`config.mk`:
```
export PLATFORM = sky130hd
export DESIGN_NAME = freq_meter_mc_flat
export DESIGN_NICKNAME = d
export VERILOG_FILES = /design/src/rtl/freq_meter_mc_pkg.sv /design/src/rtl/freq_meter_mc_if.sv /design/src/rtl/freq_meter_mc_edge_sync_detect.sv /design/src/rtl/freq_meter_mc.sv /design/src/flat_wrapper.sv
export SDC_FILE = /design/constraint.sdc
export NUM_CORES = 1
export LEC_CHECK = 0
export CORE_ASPECT_RATIO = 1.4
export CORE_MARGIN = 1.5
export CORE_UTILIZATION = 57
export CTS_CLUSTER_SIZE = 14
export DETAILED_ROUTE_END_ITERATION = 10
export GPL_TIMING_DRIVEN = 0
export PLACE_DENSITY = 0.77
export SYNTH_ARGS = -nofsm -noshare
export SYNTH_HDL_FRONTEND = slang
export SYNTH_HIERARCHICAL = 1
export SYNTH_SLANG_ARGS = --single-unit
```
`constraint.sdc`:
```
create_clock -name sys_clk -period 3.1 [get_ports sys_clk]
set_clock_uncertainty 0.2 [all_clocks]
set_input_delay 0.62 -clock sys_clk [delete_from_list [all_inputs] [get_ports sys_clk]]
set_output_delay 0.62 -clock sys_clk [all_outputs]
set_load 0.005 [all_outputs]
```
`src/rtl/freq_meter_mc_pkg.sv`:
```
// Shared types and helpers for the multi-channel gated frequency meter.
// Holds the FSM state encoding, the gate_sel encodings and gate-counter sizing.
package freq_meter_mc_pkg;

  typedef enum logic [1:0] {
    IDLE  = 2'd0,
    GATE  = 2'd1,
    LATCH = 2'd2
  } state_t;

  typedef enum logic [1:0] {
    GATE_SEL_0 = 2'd0,
    GATE_SEL_1 = 2'd1,
    GATE_SEL_2 = 2'd2,
    GATE_SEL_3 = 2'd3
  } gate_sel_e;

  // The gate counter is sized from the longest selectable window.
  function automatic int maxGate(input int g0, input int g1, input int g2, input int g3);
    int m;
    m = g0;
    if (g1 > m) m = g1;
    if (g2 > m) m = g2;
    if (g3 > m) m = g3;
    return m;
  endfunction

endpackage

```
`src/rtl/freq_meter_mc_if.sv`:
```
// Measurement bus between the frequency meter and its stimulus/readout side.
// Master drives the measured signals and controls; slave (the meter) returns results.
interface freq_meter_mc_if #(
  parameter int CH_NUM = 4,
  parameter int CNT_W  = 32
);

  logic [CH_NUM-1:0]       sig_in;
  logic                    enable;
  logic [1:0]              gate_sel;
  logic [CH_NUM*CNT_W-1:0] freq_cnt;
  logic [CH_NUM-1:0]       ovf;
  logic                    meas_valid;
  logic                    busy;

  modport master (
    output sig_in, enable, gate_sel,
    input  freq_cnt, ovf, meas_valid, busy
  );

  modport slave (
    input  sig_in, enable, gate_sel,
    output freq_cnt, ovf, meas_valid, busy
  );

endinterface

```
`src/rtl/freq_meter_mc_edge_sync_detect.sv`:
```
// Synchronises one asynchronous input and emits a registered one-cycle rise pulse,
// SYNC_STAGES+1 cycles after the input edge.
module edge_sync_detect #(
  parameter int SYNC_STAGES = 2
) (
  input  logic sys_clk,
  input  logic rst_n,
  input  logic sig_i,
  output logic rise_o
);

  if (SYNC_STAGES < 2) begin : gBadStages
    $error("edge_sync_detect: SYNC_STAGES must be at least 2");
  end

  logic [SYNC_STAGES-1:0] sync_q;
  logic                   prev_q;
  logic                   rise_q;

  // Registering the pulse keeps the count enable free of synchroniser-to-counter logic depth.
  always_ff @(posedge sys_clk or negedge rst_n) begin
    if (!rst_n) begin
      sync_q <= '0;
      prev_q <= 1'b0;
      rise_q <= 1'b0;
    end else begin
      sync_q <= {sync_q[SYNC_STAGES-2:0], sig_i};
      prev_q <= sync_q[SYNC_STAGES-1];
      rise_q <= sync_q[SYNC_STAGES-1] & ~prev_q;
    end
  end

  assign rise_o = rise_q;

endmodule

```
`src/rtl/freq_meter_mc.sv`:
```
// Multi-channel gated frequency counter: counts synchronised rising edges per channel
// over a selectable gate window and latches all channels together with a valid strobe.
module freq_meter_mc
  import freq_meter_mc_pkg::*;
#(
  parameter int CH_NUM      = 4,
  parameter int CNT_W       = 32,
  parameter int SYNC_STAGES = 2,
  parameter int GATE0       = 100_000_000,
  parameter int GATE1       = 10_000_000,
  parameter int GATE2       = 1_000_000,
  parameter int GATE3       = 200_000_000
) (
  input logic             sys_clk,
  input logic             rst_n,
  freq_meter_mc_if.slave  bus
);

  localparam int GATE_MAX = maxGate(GATE0, GATE1, GATE2, GATE3);
  localparam int GATE_W   = $clog2(GATE_MAX);

  if (GATE0 < 2 || GATE1 < 2 || GATE2 < 2 || GATE3 < 2) begin : gBadGate
    $error("freq_meter_mc: every GATEx must be at least 2");
  end

  if (CH_NUM < 1 || CH_NUM > 16) begin : gBadChNum
    $error("freq_meter_mc: CH_NUM must be within 1..16");
  end

  state_t              state_q, state_d;
  logic [GATE_W-1:0]   gateCnt_q, gateCnt_d;
  logic [GATE_W-1:0]   gateLast_q, gateLast_d;
  logic                measValid_q;
  logic                clearCnt;
  logic                countEn;
  logic                doLatch;
  logic [CH_NUM-1:0]   rise;
  logic [CH_NUM*CNT_W-1:0] freqCntAll;
  logic [CH_NUM-1:0]   ovfAll;

  // The window length is stored as its last count value so the end test is a plain compare.
  function automatic logic [GATE_W-1:0] gateLastFor(input logic [1:0] sel);
    case (gate_sel_e'(sel))
      GATE_SEL_0: return GATE_W'(GATE0 - 1);
      GATE_SEL_1: return GATE_W'(GATE1 - 1);
      GATE_SEL_2: return GATE_W'(GATE2 - 1);
      GATE_SEL_3: return GATE_W'(GATE3 - 1);
      default:    return GATE_W'(GATE0 - 1);
    endcase
  endfunction

  always_ff @(posedge sys_clk or negedge rst_n) begin
    if (!rst_n) begin
      state_q     <= IDLE;
      gateCnt_q   <= '0;
      gateLast_q  <= '0;
      measValid_q <= 1'b0;
    end else begin
      state_q     <= state_d;
      gateCnt_q   <= gateCnt_d;
      gateLast_q  <= gateLast_d;
      measValid_q <= doLatch;
    end
  end

  // LATCH always lasts one cycle, so the strobe can never fire on consecutive cycles.
  always_comb begin
    state_d    = state_q;
    gateCnt_d  = gateCnt_q;
    gateLast_d = gateLast_q;
    clearCnt   = 1'b0;
    countEn    = 1'b0;
    doLatch    = 1'b0;
    case (state_q)
      IDLE: begin
        if (bus.enable) begin
          gateLast_d = gateLastFor(bus.gate_sel);
          gateCnt_d  = '0;
          clearCnt   = 1'b1;
          state_d    = GATE;
        end
      end
      GATE: begin
        if (!bus.enable) begin
          gateCnt_d = '0;
          clearCnt  = 1'b1;
          state_d   = IDLE;
        end else begin
          countEn = 1'b1;
          if (gateCnt_q == gateLast_q) begin
            gateCnt_d = '0;
            state_d   = LATCH;
          end else begin
            gateCnt_d = gateCnt_q + GATE_W'(1);
          end
        end
      end
      LATCH: begin
        doLatch   = 1'b1;
        clearCnt  = 1'b1;
        gateCnt_d = '0;
        if (bus.enable) begin
          gateLast_d = gateLastFor(bus.gate_sel);
          state_d    = GATE;
        end else begin
          state_d = IDLE;
        end
      end
      default: begin
        state_d = IDLE;
      end
    endcase
  end

  for (genvar i = 0; i < CH_NUM; i++) begin : gCh
    logic [CNT_W-1:0] cnt_q;
    logic             ovfFlag_q;
    logic [CNT_W-1:0] freqCnt_q;
    logic             ovfOut_q;

    edge_sync_detect #(
      .SYNC_STAGES(SYNC_STAGES)
    ) uSync (
      .sys_clk(sys_clk),
      .rst_n  (rst_n),
      .sig_i  (bus.sig_in[i]),
      .rise_o (rise[i])
    );

    // At LATCH the outputs capture the old count while the same edge clears it.
    always_ff @(posedge sys_clk or negedge rst_n) begin
      if (!rst_n) begin
        cnt_q     <= '0;
        ovfFlag_q <= 1'b0;
        freqCnt_q <= '0;
        ovfOut_q  <= 1'b0;
      end else begin
        if (clearCnt) begin
          cnt_q     <= '0;
          ovfFlag_q <= 1'b0;
        end else if (countEn && rise[i]) begin
          if (&cnt_q) begin
            ovfFlag_q <= 1'b1;
          end else begin
            cnt_q <= cnt_q + CNT_W'(1);
          end
        end
        if (doLatch) begin
          freqCnt_q <= cnt_q;
          ovfOut_q  <= ovfFlag_q;
        end
      end
    end

    assign freqCntAll[i*CNT_W +: CNT_W] = freqCnt_q;
    assign ovfAll[i]                    = ovfOut_q;
  end

  assign bus.freq_cnt   = freqCntAll;
  assign bus.ovf        = ovfAll;
  assign bus.meas_valid = measValid_q;
  assign bus.busy       = (state_q == GATE) || (state_q == LATCH);

endmodule

```
`src/flat_wrapper.sv`:
```
// flat-port wrapper written by rule: the top's interface ports become plain ports
module freq_meter_mc_flat import freq_meter_mc_pkg::*;
#(
  parameter int CH_NUM      = 4,
  parameter int CNT_W       = 32,
  parameter int SYNC_STAGES = 2,
  parameter int GATE0       = 100_000_000,
  parameter int GATE1       = 10_000_000,
  parameter int GATE2       = 1_000_000,
  parameter int GATE3       = 200_000_000
)
  (sys_clk, rst_n, bus_sig_in, bus_enable, bus_gate_sel, bus_freq_cnt, bus_ovf, bus_meas_valid, bus_busy);
  freq_meter_mc_if #(.CH_NUM(CH_NUM), .CNT_W(CNT_W)) bus_i ();
  input logic sys_clk;
  input logic rst_n;
  input wire logic [$bits(bus_i.sig_in)-1:0] bus_sig_in;
  input wire logic [$bits(bus_i.enable)-1:0] bus_enable;
  input wire logic [$bits(bus_i.gate_sel)-1:0] bus_gate_sel;
  output wire logic [$bits(bus_i.freq_cnt)-1:0] bus_freq_cnt;
  output wire logic [$bits(bus_i.ovf)-1:0] bus_ovf;
  output wire logic [$bits(bus_i.meas_valid)-1:0] bus_meas_valid;
  output wire logic [$bits(bus_i.busy)-1:0] bus_busy;
  assign bus_i.sig_in = bus_sig_in;
  assign bus_i.enable = bus_enable;
  assign bus_i.gate_sel = bus_gate_sel;
  assign bus_freq_cnt = bus_i.freq_cnt;
  assign bus_ovf = bus_i.ovf;
  assign bus_meas_valid = bus_i.meas_valid;
  assign bus_busy = bus_i.busy;
  freq_meter_mc #(.CH_NUM(CH_NUM), .CNT_W(CNT_W), .SYNC_STAGES(SYNC_STAGES), .GATE0(GATE0), .GATE1(GATE1), .GATE2(GATE2), .GATE3(GATE3)) u_core (.sys_clk(sys_clk), .rst_n(rst_n), .bus(bus_i));
endmodule
```
Yosys cells after proc, flatten, opt, wreduce, memory -nomap -nowiden
Cells that the tools add are included.
{"block": "op_classes", "n_mul": 0, "n_eq_ne": 12, "order_cmp": 0, "div_mod_pow": 0, "bitwise_logic": 8, "shift": 0, "n_reduce_logical": 32, "n_addsub": 5, "n_mux": 39}
{"cell": "32-bit two-way mux", "count": 12}
{"cell": "32-bit by 1-bit adder with 32-bit output (second input constant)", "count": 4}
{"cell": "32-bit AND reduction", "count": 4}
{"cell": "28-bit case mux with 4 select lines", "count": 1}
{"cell": "28-bit two-way mux", "count": 3}
{"cell": "28-bit case mux with 3 select lines", "count": 1}
{"cell": "28-bit by 1-bit adder with 28-bit output (second input constant)", "count": 1}
{"cell": "28-bit == test", "count": 1}
{"cell": "2-bit AND reduction", "count": 11}
{"cell": "1-bit two-way mux", "count": 17}
{"cell": "2-bit nonzero test", "count": 8}
{"cell": "2-bit by 1-bit != test with 1-bit output (second input constant)", "count": 4}
{"cell": "2-bit == test (second input constant)", "count": 3}
{"cell": "2-bit two-way mux", "count": 3}
{"cell": "2-bit case mux with 3 select lines", "count": 1}
{"cell": "1-bit bitwise AND", "count": 4}
{"cell": "2-bit by 1-bit == test with 1-bit output (second input constant)", "count": 2}
{"cell": "1-bit logical AND", "count": 4}
{"cell": "2-bit zero test", "count": 2}
{"cell": "1-bit NOT", "count": 4}
{"cell": "3-bit by 2-bit != test with 1-bit output (second input constant)", "count": 1}
{"cell": "1-bit case mux with 3 select lines", "count": 1}
{"cell": "3-bit nonzero test", "count": 1}
{"cell": "2-bit != test (second input constant)", "count": 1}
{"cell": "2 further kinds", "count": 2}
{"block": "word_totals", "mem_bits_ro": 0, "latchBits": 0, "ram_bits": 0, "elab_cells": 128, "reg_bits": 339, "input_bits": 9, "output_inout_bits": 134, "memories": 0}

Logic depth before layout (Yosys ltp)
Gate-level depths: netlist of run 1.
{"block": "logic_depth", "word_depth": 5, "mapped_depth": 12, "ltp_nobuf": 8}

Hierarchy
Netlist of run 1, hierarchy kept.
{"mod": "freq_meter_mc", "cells_per_inst": 1300, "n_inst": 1, "area_each_um2": 14337.5, "seq_area_each_um2": 7682.4}
{"mod": "edge_sync_detect", "cells_per_inst": 5, "n_inst": 4, "area_each_um2": 113.9, "seq_area_each_um2": 100.1}

Worst setup path after synthesis of run 1
No wires, ideal clock.
{"block": "synth_path", "path_type": "reg2reg", "start": "register u_core.state_q[0]", "end": "register u_core.gCh[3].cnt_q[23]", "required_time_ns": 2.822, "path_stages_with_launch": 12, "synth_period_minus_slack_ns": 2.463, "slack_ns": 0.637, "path_buffers": 3, "arrival_ns": 2.185, "setup_time_ns": 0.078, "cell_sequence": "dfrtp_1 inv_1 ha_1 buf_2 a21oi_1 or2_1 clkbuf_1 buf_2 nand2_1 nand4_1 or3_1 a21oi_1"}
{"block": "synth_between", "elab_chain_cells": 5, "elab_cells_between_ends": 10, "classes_between": "eq/ne (3); mux (3); reduce/logical (4)"}
{"element": "start, declared", "line_no": "freq_meter_mc.sv:30", "text": "state_t state_q, state_d;"}
{"element": "start signal, assigned", "line_no": "freq_meter_mc.sv:59", "text": "state_q <= state_d;"}
{"element": "branches (longest 5 deep; another with 1-bit case mux with 3 select lines)"}
{"element": "end signal, assigned", "line_no": "freq_meter_mc.sv:145", "text": "cnt_q <= cnt_q + CNT_W'(1);"}
{"element": "end, declared", "line_no": "freq_meter_mc.sv:116", "text": "logic [CNT_W-1:0] cnt_q;"}
Parallel ways; which one is timed is not known.
A chain may end at the register's enable or synchronous reset.

Final worst setup path of run 1
{"block": "layout_path", "start": "register u_core.state_q[0]", "end": "register u_core.gCh[1].freqCnt_q[10]"}
{"block": "layout_between", "elab_chain_cells": 2}
{"element": "2-bit == test", "line_no": "freq_meter_mc.sv:74", "text": "case (state_q)"}
{"element": "1-bit two-way mux", "line_no": "freq_meter_mc.sv:74"}
{"element": "net u_core.doLatch", "line_no": "freq_meter_mc.sv:36", "text": "logic doLatch;"}
{"element": "end signal, assigned", "line_no": "freq_meter_mc.sv:149", "text": "freqCnt_q <= cnt_q;"}
{"element": "end, declared", "line_no": "freq_meter_mc.sv:118", "text": "logic [CNT_W-1:0] freqCnt_q;"}
The timed path passes the listed nets, and every way through them passes these cells.

==> flow_summary.toml, run 1 <==
[yosys]
syn_inst = 1320
ys_warn_count = 6
yosysUniqueCellTypes = 67
ys_ff_latch = 323
syn_avg_cell_area_sq_um = 11.2
synth-async-reset-ratio_pct = 100
seq_area_frac_synth_pct = 54.6
synthesis.area_sq_um = 14800
synth_top_cell_area_share_pct = 54.6
synth_top_area_cell = "dfrtp_1"
syn_nets = 1345
synth_edf_count = 0
synth_ff_type = "dfrtp_1"
synth.area.top_cells = "dfrtp_1 (55%), mux2_2 (10%), xor2_1 (5.5%), nor2_1 (4.4%), nand4_1 (2.7%)"

[die]
coreArea_sq_um = 25500
die_area_sq_um = 26900
rows = 69
die_height_um = 194
io_pins = 143
die_w_um = 139
start_util_pct = 58.1

[setup_path]
worst-path-max-fanout = 10
worstSetupPathType = "reg -> reg"
cp_num_buf_inv = 4
worstPathArrival_ps = 3180
r2r_cells = 6
critical_path.cell_chain = "inv_1 > ha_1 > clkbuf_4 > clkdlybuf4s15_1 > clkbuf_1 > mux2_2"
critPathRequiredTime_ps = 3330
end_kind = "flip-flop"
regToRegSetupSlack_ps = 150
slowest_delay_ps = 660
r2r_start = "u_core/state_q[0]"
start_kind = "flip-flop"
crit_slowest_cell = "clkdlybuf4s15_1"
r2r_end = "u_core/gCh[1].freqCnt_q[10]"
cp_top_family = "buffers and inverters"

[timing]
rsz0062_at_grt = "false"
finalHoldViolCount = 0
worstMarginPinSlew_ps = 814
max-slew-margin-rel_pct = 45.8
slew_viol_final = 0
max_freq_mhz = 339
fin_crit_ps = 2950
hold-worst-slack_ps = 150
period_share_pct = 95.1
setup_violations = 0
layout_setup_ws_ps = 152

[drt]
viasPerCell = 5.79
vias = 10600
drtIter0Drc = 669
wirelength_um = 32500
final_antenna_net_count = 0
first_pass_iters = 8
route.detailed.drc = 22
route.detailed.wl_per_inst_um = 17.7

[finish]
nNetsFinal = 1522
layout_common_cells = "dfrtp_1 (323), nor2_1 (174), clkdlybuf4s50_1 (141)"
drive_gt1_share_pct = 16.3
area_growth_pct = 19.6
n_antenna_cell = 0
num-fill-cells = 1896
layout_commonest_cell = "dfrtp_1"

[power_and_ir_drop]
switching_share_pct = 26.9
peakVddDrop_uv = 496
p_switching_mw = 2.44
p_leak_nw = 7.95
p_total_mw = 9.09
power_frac_comb_pct = 11.6
seqPwrFrac_pct = 48.9
clockPowerShare_pct = 39.6
pwr_density_cell_nw_per_um2 = 514
p_int_mw = 6.65

[min_path]
hold_path.class = "reg -> reg"
hold_end = "u_core/gCh[0].uSync/sync_q[1]"
holdPathStages = 0
hp-start = "u_core/gCh[0].uSync/sync_q[0]"

[placed_design]
gp_congestion = 0.861
place_hpwl_um = 22800
numPortBuffers = 142
pre_cts_ws_ps = -910

[clock_tree]
clock_sinks = 323
cts_root_buf = "clkbuf_16"
tritoncts = "built"
cts_made_buffers = 30
clkTransAtPathRegs_ps = 60
htree_levels = 1
cts.path.max_buffers = 3
clk_latency_ps = 560

[run_status]
status = "finished, violations left"
violations = "design-rule violations"

[run]
cap_viol_max_count = 0

[grt]
grt_pass1_wl_um = 54000
grt_max_degree = 117
grt_overflow_total = 0
antenna_found_initial = 0
track_usage_pct = 24.5
grt_pass1_vias = 10600
-- power groups by stage --
| stage | clock network (mW) | logic (mW) | registers (mW) |
|---|---|---|---|
| floorplan | 0 | 0.610 | 4.48 |
| global placement | 0 | 1.00 | 4.51 |
| detailed placement | 0 | 1.03 | 4.52 |
| CTS | 3.69 | 1.05 | 4.44 |
| global route | 3.87 | 1.15 | 4.45 |
| finish | 3.59 | 1.05 | 4.44 |
-- routing by layer --
layer | wire length (um) | part of all wire, % | track usage, %
met5 | 0 | 0 | 0
met3 | 1450 | 4.4 | 3.09
met4 | 803 | 2.5 | 8.23
met1 | 13600 | 42 | 31.7
met2 | 16700 | 51 | 42.6
-- what timing repair did --
item,4_1_cts,5_1_grt
hold endpoints to repair,109,0
hold buffers,1,0
gates resized for setup,9,23
setup buffers,0,1
endpoints found under the setup margin,120,126
-- kinds of logic (layout without fill, tap and decap cells) --
group	after synthesis	count (layout)	synth area share, %
and+or+nand+nor	545	545	19.5
AOI/OAI and AO/OA	92	92	3.99
buffers and inverters	70	269	2.02
xor gates and xnor gates	136	136	8.05
muxes	138	138	10.5
DFF	323	323	54.6
adders and majority gates	16	16	1.35
-- cells in the mapped netlist (all sizes together) (3+ instances only) --
library cell and number:
o211ai 8, or3 16, o21ai 28, nor2 175
xor2 93, nand2b 3, nor3b 4, a211oi 3
ha 16, a21bo 3, buf 13, mux2 136
and2 11, nand4b 3, nor3 26, nand3 73
nor4 11, and3 35, xnor2 43, o21a 4
nand4 69, clkbuf 39, dfrtp 323, or4 9
inv 18, nor4b 5, a21oi 23, nand2 78
a21boi 3, a31oi 7, nor2b 6, and4 17
-- per-stage QoR --
step / std cells / setup TNS [ps] / utilization [%] / instance area [sq um]
after floorplan: 1320 / 0 / - / 14800
after global placement: 1781 / -4082440 / 65.2 / 16600
after detailed placement: 1783 / -88060 / 65.5 / 16700
after CTS: 1837 / 0 / 69.3 / 17700
after global routing: 1838 / 0 / 69.5 / 17700
final: 1838 / 0 / 69.5 / 17700
-- registers in the layout (all words and copies together), names as in the netlist --
signal	cells
u_core/gCh.ovfFlag_q	4
u_core/gCh.ovfOut_q	4
u_core/gateLast_q	12
u_core/bus.meas_valid	1
u_core/gCh.freqCnt_q	128
u_core/state_q	2
u_core/gCh.uSync/sync_q	8
u_core/gCh.uSync/prev_q	4
u_core/gCh.uSync/rise_o	4
u_core/gCh.cnt_q	128
u_core/gateCnt_q	28
-- layout make-up --
type	instances	area, sq um	area share, %
Clock buffer	40	828	4.68
Buffer	51	258	1.46
Inverter	18	67.6	0.382
Clock inverter	14	131	0.743
Timing Repair Buffer	146	1500	8.47
Tap cell	319	399	2.26
Sequential cell	323	8080	45.7
Multi-Input combinational cell	927	6420	36.3
-- worst max-delay path by stage --
stage | cells past startpoint | startpoint | end | slack, ps
3_5_place_dp | 8 | bus_enable | u_core/gCh[1].cnt_q[10] | -910
5_1_grt | 9 | u_core/state_q[0] | u_core/gCh[0].cnt_q[6] | 10
4_1_cts | 9 | u_core/state_q[1] | u_core/gCh[0].cnt_q[7] | 20
3_3_place_gp | 1 | rst_n | u_core/gCh[3].freqCnt_q[23] | -12410
2_1_floorplan | 11 | u_core/state_q[0] | u_core/gCh[3].cnt_q[23] | 640
6_report | 6 | u_core/state_q[0] | u_core/gCh[1].freqCnt_q[10] | 150
Power figures use the tool's default switching activity.
==> inputs of run 2 (changes only) <==
Settings changed: TNS_END_PERCENT set to 30.
==> flow_summary.toml, run 2 (same netlist as run 1, synthesis figures left out) <==
[run_status]
status = "finished, violations left"
violations = "design-rule violations"

[timing]
max_freq_mhz = 329
period_share_pct = 97.9
worstMarginPinSlew_ps = 814
finalHoldViolCount = 0
slew_viol_final = 0
fin_crit_ps = 3040
rsz0062_at_grt = "true"
max-slew-margin-rel_pct = 45.8
tns_ps = 0
setup_violations = 0

[grt]
grt_pass1_vias = 10600
grt_overflow_total = 0
grt_max_degree = 117
grt_pass1_wl_um = 54000
track_usage_pct = 24.5
antenna_found_initial = 0

[setup_path]
worstPathArrival_ps = 3260
r2r_cells = 9
critPathRequiredTime_ps = 3330
regToRegSetupSlack_ps = 60
r2r_end = "u_core/gCh[1].cnt_q[14]"
end_kind = "flip-flop"
worstSetupPathType = "reg -> reg"
start_kind = "flip-flop"
worst-path-max-fanout = 10
startpoint = "u_core/state_q[1]"
r2r_start = "u_core/state_q[1]"

[finish]
nNetsFinal = 1522
area_growth_pct = 19.6
largestRegisters = "u_core/gCh.cnt_q x128, u_core/gCh.freqCnt_q x128, u_core/gateCnt_q x28"
layout_commonest_cell = "dfrtp_1"
n_antenna_cell = 0
num-fill-cells = 1897
drive_gt1_share_pct = 16.3
layout_common_cells = "dfrtp_1 (323), nor2_1 (174), clkdlybuf4s50_1 (141)"

[clock_tree]
clk_latency_ps = 560
tritoncts = "built"
clkTransAtPathRegs_ps = 60
cts_made_buffers = 30
clock_sinks = 323
cts_root_buf = "clkbuf_16"
cts.path.max_buffers = 3
htree_levels = 1

[power_and_ir_drop]
p_leak_nw = 7.95
peakVddDrop_uv = 495
pwr_density_cell_nw_per_um2 = 514
p_total_mw = 9.09

[die]
die_area_sq_um = 26900
coreArea_sq_um = 25500
die_height_um = 194
start_util_pct = 58.1
io_pins = 143
die_w_um = 139
rows = 69

[run]
cap_viol_max_count = 0

[placed_design]
gp_congestion = 0.861
numPortBuffers = 142
place_hpwl_um = 22800

[drt]
final_antenna_net_count = 0
route.detailed.wl_per_inst_um = 17.7
wirelength_um = 32500
route.detailed.drc = 22
drtIter0Drc = 625
viasPerCell = 5.78
vias = 10600
first_pass_iters = 8

[min_path]
hp-start = "u_core/gCh[0].uSync/sync_q[0]"
hold_path.class = "reg -> reg"
hold_end = "u_core/gCh[0].uSync/sync_q[1]"
holdPathStages = 0
[run 2: final cells by class]
class | count | area, sq um | area share (%)
plain buffers | 51 | 256 | 1.45
clock buffers | 40 | 828 | 4.68
clock inverters | 14 | 131 | 0.743
inverters | 18 | 67.6 | 0.382
multi-input cells | 927 | 6420 | 36.3
flip-flops and latches | 323 | 8080 | 45.7
well taps | 319 | 399 | 2.26
repair buffers | 146 | 1500 | 8.47
[run 2: critical path, stage by stage, from the launching register on]
cell	delay, ps
dfrtp_1	420
inv_1	120
ha_1	180
clkbuf_1	380
nand2b_1	140
a21oi_1	250
clkbuf_2	360
clkbuf_2	370
clkbuf_2	370
nor2_1	90
[run 2: worst max-delay path by stage]
stage,to,cells after the start
after floorplan,u_core/gCh[3].cnt_q[23],11
after global placement,u_core/gCh[3].freqCnt_q[23],1
after detailed placement,u_core/gCh[1].cnt_q[10],8
after CTS,u_core/gCh[0].cnt_q[7],9
after global routing,u_core/gCh[1].cnt_q[16],9
final,u_core/gCh[1].cnt_q[14],9
[run 2: where the power goes]
group / leakage, nW / switching, mW / total [mW] / internal, mW
clock: 0.484 / 1.56 / 3.60 / 2.04
sequential: 4.45 / 0.117 / 4.44 / 4.32
combinational: 3.01 / 0.767 / 1.05 / 0.284
[run 2: what timing repair did]
item                                   in CTS  in global routing
gates resized for setup                     8                 22
setup endpoints to repair                 120                126
endpoints found under the hold margin     109                  0
hold buffers                                1                  0
buffers inserted                            0                  1
[run 2: metrics by stage]
stage	cell area [sq um]	utilization, %	hold WS, ps	std cells	worst slack, ps
2_1_floorplan	14800	-	124	1320	637
3_3_place_gp	16600	65.2	136	1781	-12410
3_5_place_dp	16700	65.5	136	1783	-910
4_1_cts	17700	69.3	149	1837	18.0
5_1_grt	17700	69.5	151	1838	-20.1
6_report	17700	69.5	150	1838	64.0
[run 2: per-layer routing]
layer / vias up / routed length, um / global-route usage [%] / part of all wire [%]
li1: 4993 / - / - / -
met1: 5287 / 13600 / 31.8 / 42
met2: 272 / 16600 / 42.6 / 51
met3: 63 / 1440 / 3.09 / 4.4
met4: 0 / 862 / 8.23 / 2.7
met5: - / 0 / 0 / 0
==> inputs of run 3 (changes only) <==
Settings changed: GPL_TIMING_DRIVEN 0 to unset, REMOVE_ABC_BUFFERS set to 1.
==> flow_summary.toml, run 3 (same netlist as run 1, synthesis figures left out) <==
[run_status]
status = "finished, violations left"
violations = "design-rule violations"

[die]
die_w_um = 139
rows = 69
die_area_sq_um = 26900
start_util_pct = 58.1
io_pins = 143
coreArea_sq_um = 25500
die_height_um = 194

[grt]
grt_max_degree = 135
track_usage_pct = 23.8
grt_overflow_total = 0
grt_pass1_wl_um = 53500
grt_pass1_vias = 10700
antenna_found_initial = 0

[timing]
max_freq_mhz = 361
period_share_pct = 89.3
fin_crit_ps = 2770
setup_violations = 0
rsz0062_at_grt = "false"
layout_setup_ws_ps = 332
max-slew-margin-rel_pct = 48.6
finalHoldViolCount = 0
worstMarginPinSlew_ps = 771
slew_viol_final = 0

[finish]
layout_common_cells = "dfrtp_1 (323), nor2_1 (174), clkdlybuf4s50_1 (141)"
nNetsFinal = 1503
stdcell_count = 1818
n_antenna_cell = 0
layout_commonest_cell = "dfrtp_1"
area_growth_pct = 20.1
drive_gt1_share_pct = 16.8
largestRegisters = "u_core/gCh.cnt_q x128, u_core/gCh.freqCnt_q x128, u_core/gateCnt_q x28"

[setup_path]
cp_num_buf_inv = 2
critPathRequiredTime_ps = 2280
end_kind = "output port"
critical_path.cell_chain = "inv_1 > ha_1 > clkdlybuf4s50_1"
r2r_start = "u_core/gCh[0].cnt_q[0]"
worstSetupPathType = "reg -> out"
cp_top_family = "buffers and inverters"
cp.depth = 3
r2r_cells = 7
slowest_delay_ps = 520
crit_slowest_cell = "clkdlybuf4s50_1"
worst-path-max-fanout = 4
startpoint = "u_core/state_q[0]"
worstPathArrival_ps = 1950
setup.worst_path.end = "bus_busy"
regToRegSetupSlack_ps = 490
r2r_end = "u_core/gCh[0].cnt_q[25]"
start_kind = "flip-flop"

[run]
cap_viol_max_count = 0

[min_path]
hold_path.class = "reg -> reg"

[clock_tree]
tritoncts = "built"
cts_root_buf = "clkbuf_16"
clock_sinks = 323
clkTransAtPathRegs_ps = 60
cts.path.max_buffers = 3
clk_latency_ps = 550
htree_levels = 1
cts_made_buffers = 30

[drt]
wirelength_um = 31400
first_pass_iters = 9
drtIter0Drc = 698
vias = 10600
viasPerCell = 5.85
final_antenna_net_count = 0
route.detailed.drc = 12
route.detailed.wl_per_inst_um = 17.3

[power_and_ir_drop]
pwr_density_cell_nw_per_um2 = 516
p_leak_nw = 7.98
peakVddDrop_uv = 456

[placed_design]
placed_cells = 1764
numPortBuffers = 142
gp_congestion = 0.858
pre_cts_ws_ps = 125
place_hpwl_um = 21400
[run 3: cell types whose count changed in the layout (fill, tap and decap cells not counted), sizes merged]
cell           delta
clkdlybuf4s15     -1
clkinv            -4
clkbuf           -37
buf              +21
clkinvlp          +1
[run 3: cell type report]
type / count / area, sq um
clock inverters: 11 / 108
well taps: 319 / 399
clock buffers: 42 / 887
multi-input cells: 927 / 6430
flip-flops and latches: 323 / 8080
repair buffers: 178 / 1790
inverters: 18 / 67.6
fillers: 1885 / 7700
[run 3: repair_timing]
| item | in CTS | in global routing |
|---|---|---|
| resized for setup | 0 | 0 |
| buffers inserted | 0 | 0 |
| hold endpoints to repair | 65 | 0 |
| hold buffers | 1 | 0 |
[run 3: metal layers]
layer	vias up	routed length [um]	global-route usage, %
met4	0	568	6.11
met2	253	16400	42.1
met3	44	1210	2.84
met5	-	0	0
met1	5392	13300	31.2
li1	4945	-	-
[run 3: how the worst min path moves through the flow]
stage / end / from / cells after the start
final: u_core/gCh[3].uSync/sync_q[1] / u_core/gCh[3].uSync/sync_q[0] / 0
after floorplan: u_core/bus.meas_valid / rst_n / 0
after CTS: u_core/gCh[2].uSync/sync_q[1] / u_core/gCh[2].uSync/sync_q[0] / 0
after global routing: u_core/gCh[3].uSync/sync_q[1] / u_core/gCh[3].uSync/sync_q[0] / 0
after detailed placement: u_core/gCh[2].uSync/sync_q[1] / u_core/gCh[2].uSync/sync_q[0] / 0
after global placement: u_core/gCh[2].uSync/sync_q[1] / u_core/gCh[2].uSync/sync_q[0] / 0
[run 3: metrics by stage]
step / setup TNS [ps] / hold WS (ps) / power (mW) / utilization (%) / instance area, sq um
finish: 0 / 152 / 9.18 / 69.8 / 17800
global route: 0 / 155 / 9.54 / 69.8 / 17800
CTS: 0 / 154 / 9.27 / 69.8 / 17800
detailed placement: 0 / 135 / 5.57 / 65.8 / 16800
global placement: 0 / 134 / 5.54 / 65.8 / 16800
floorplan: -958640 / 124 / 5.02 / - / 14600
[run 3: report_power, final]
part | switching (mW) | internal, mW | total (mW) | leakage, nW
clock | 1.53 | 2.15 | 3.68 | 0.497
sequential | 0.120 | 4.32 | 4.44 | 4.45
combinational | 0.717 | 0.335 | 1.05 | 3.03
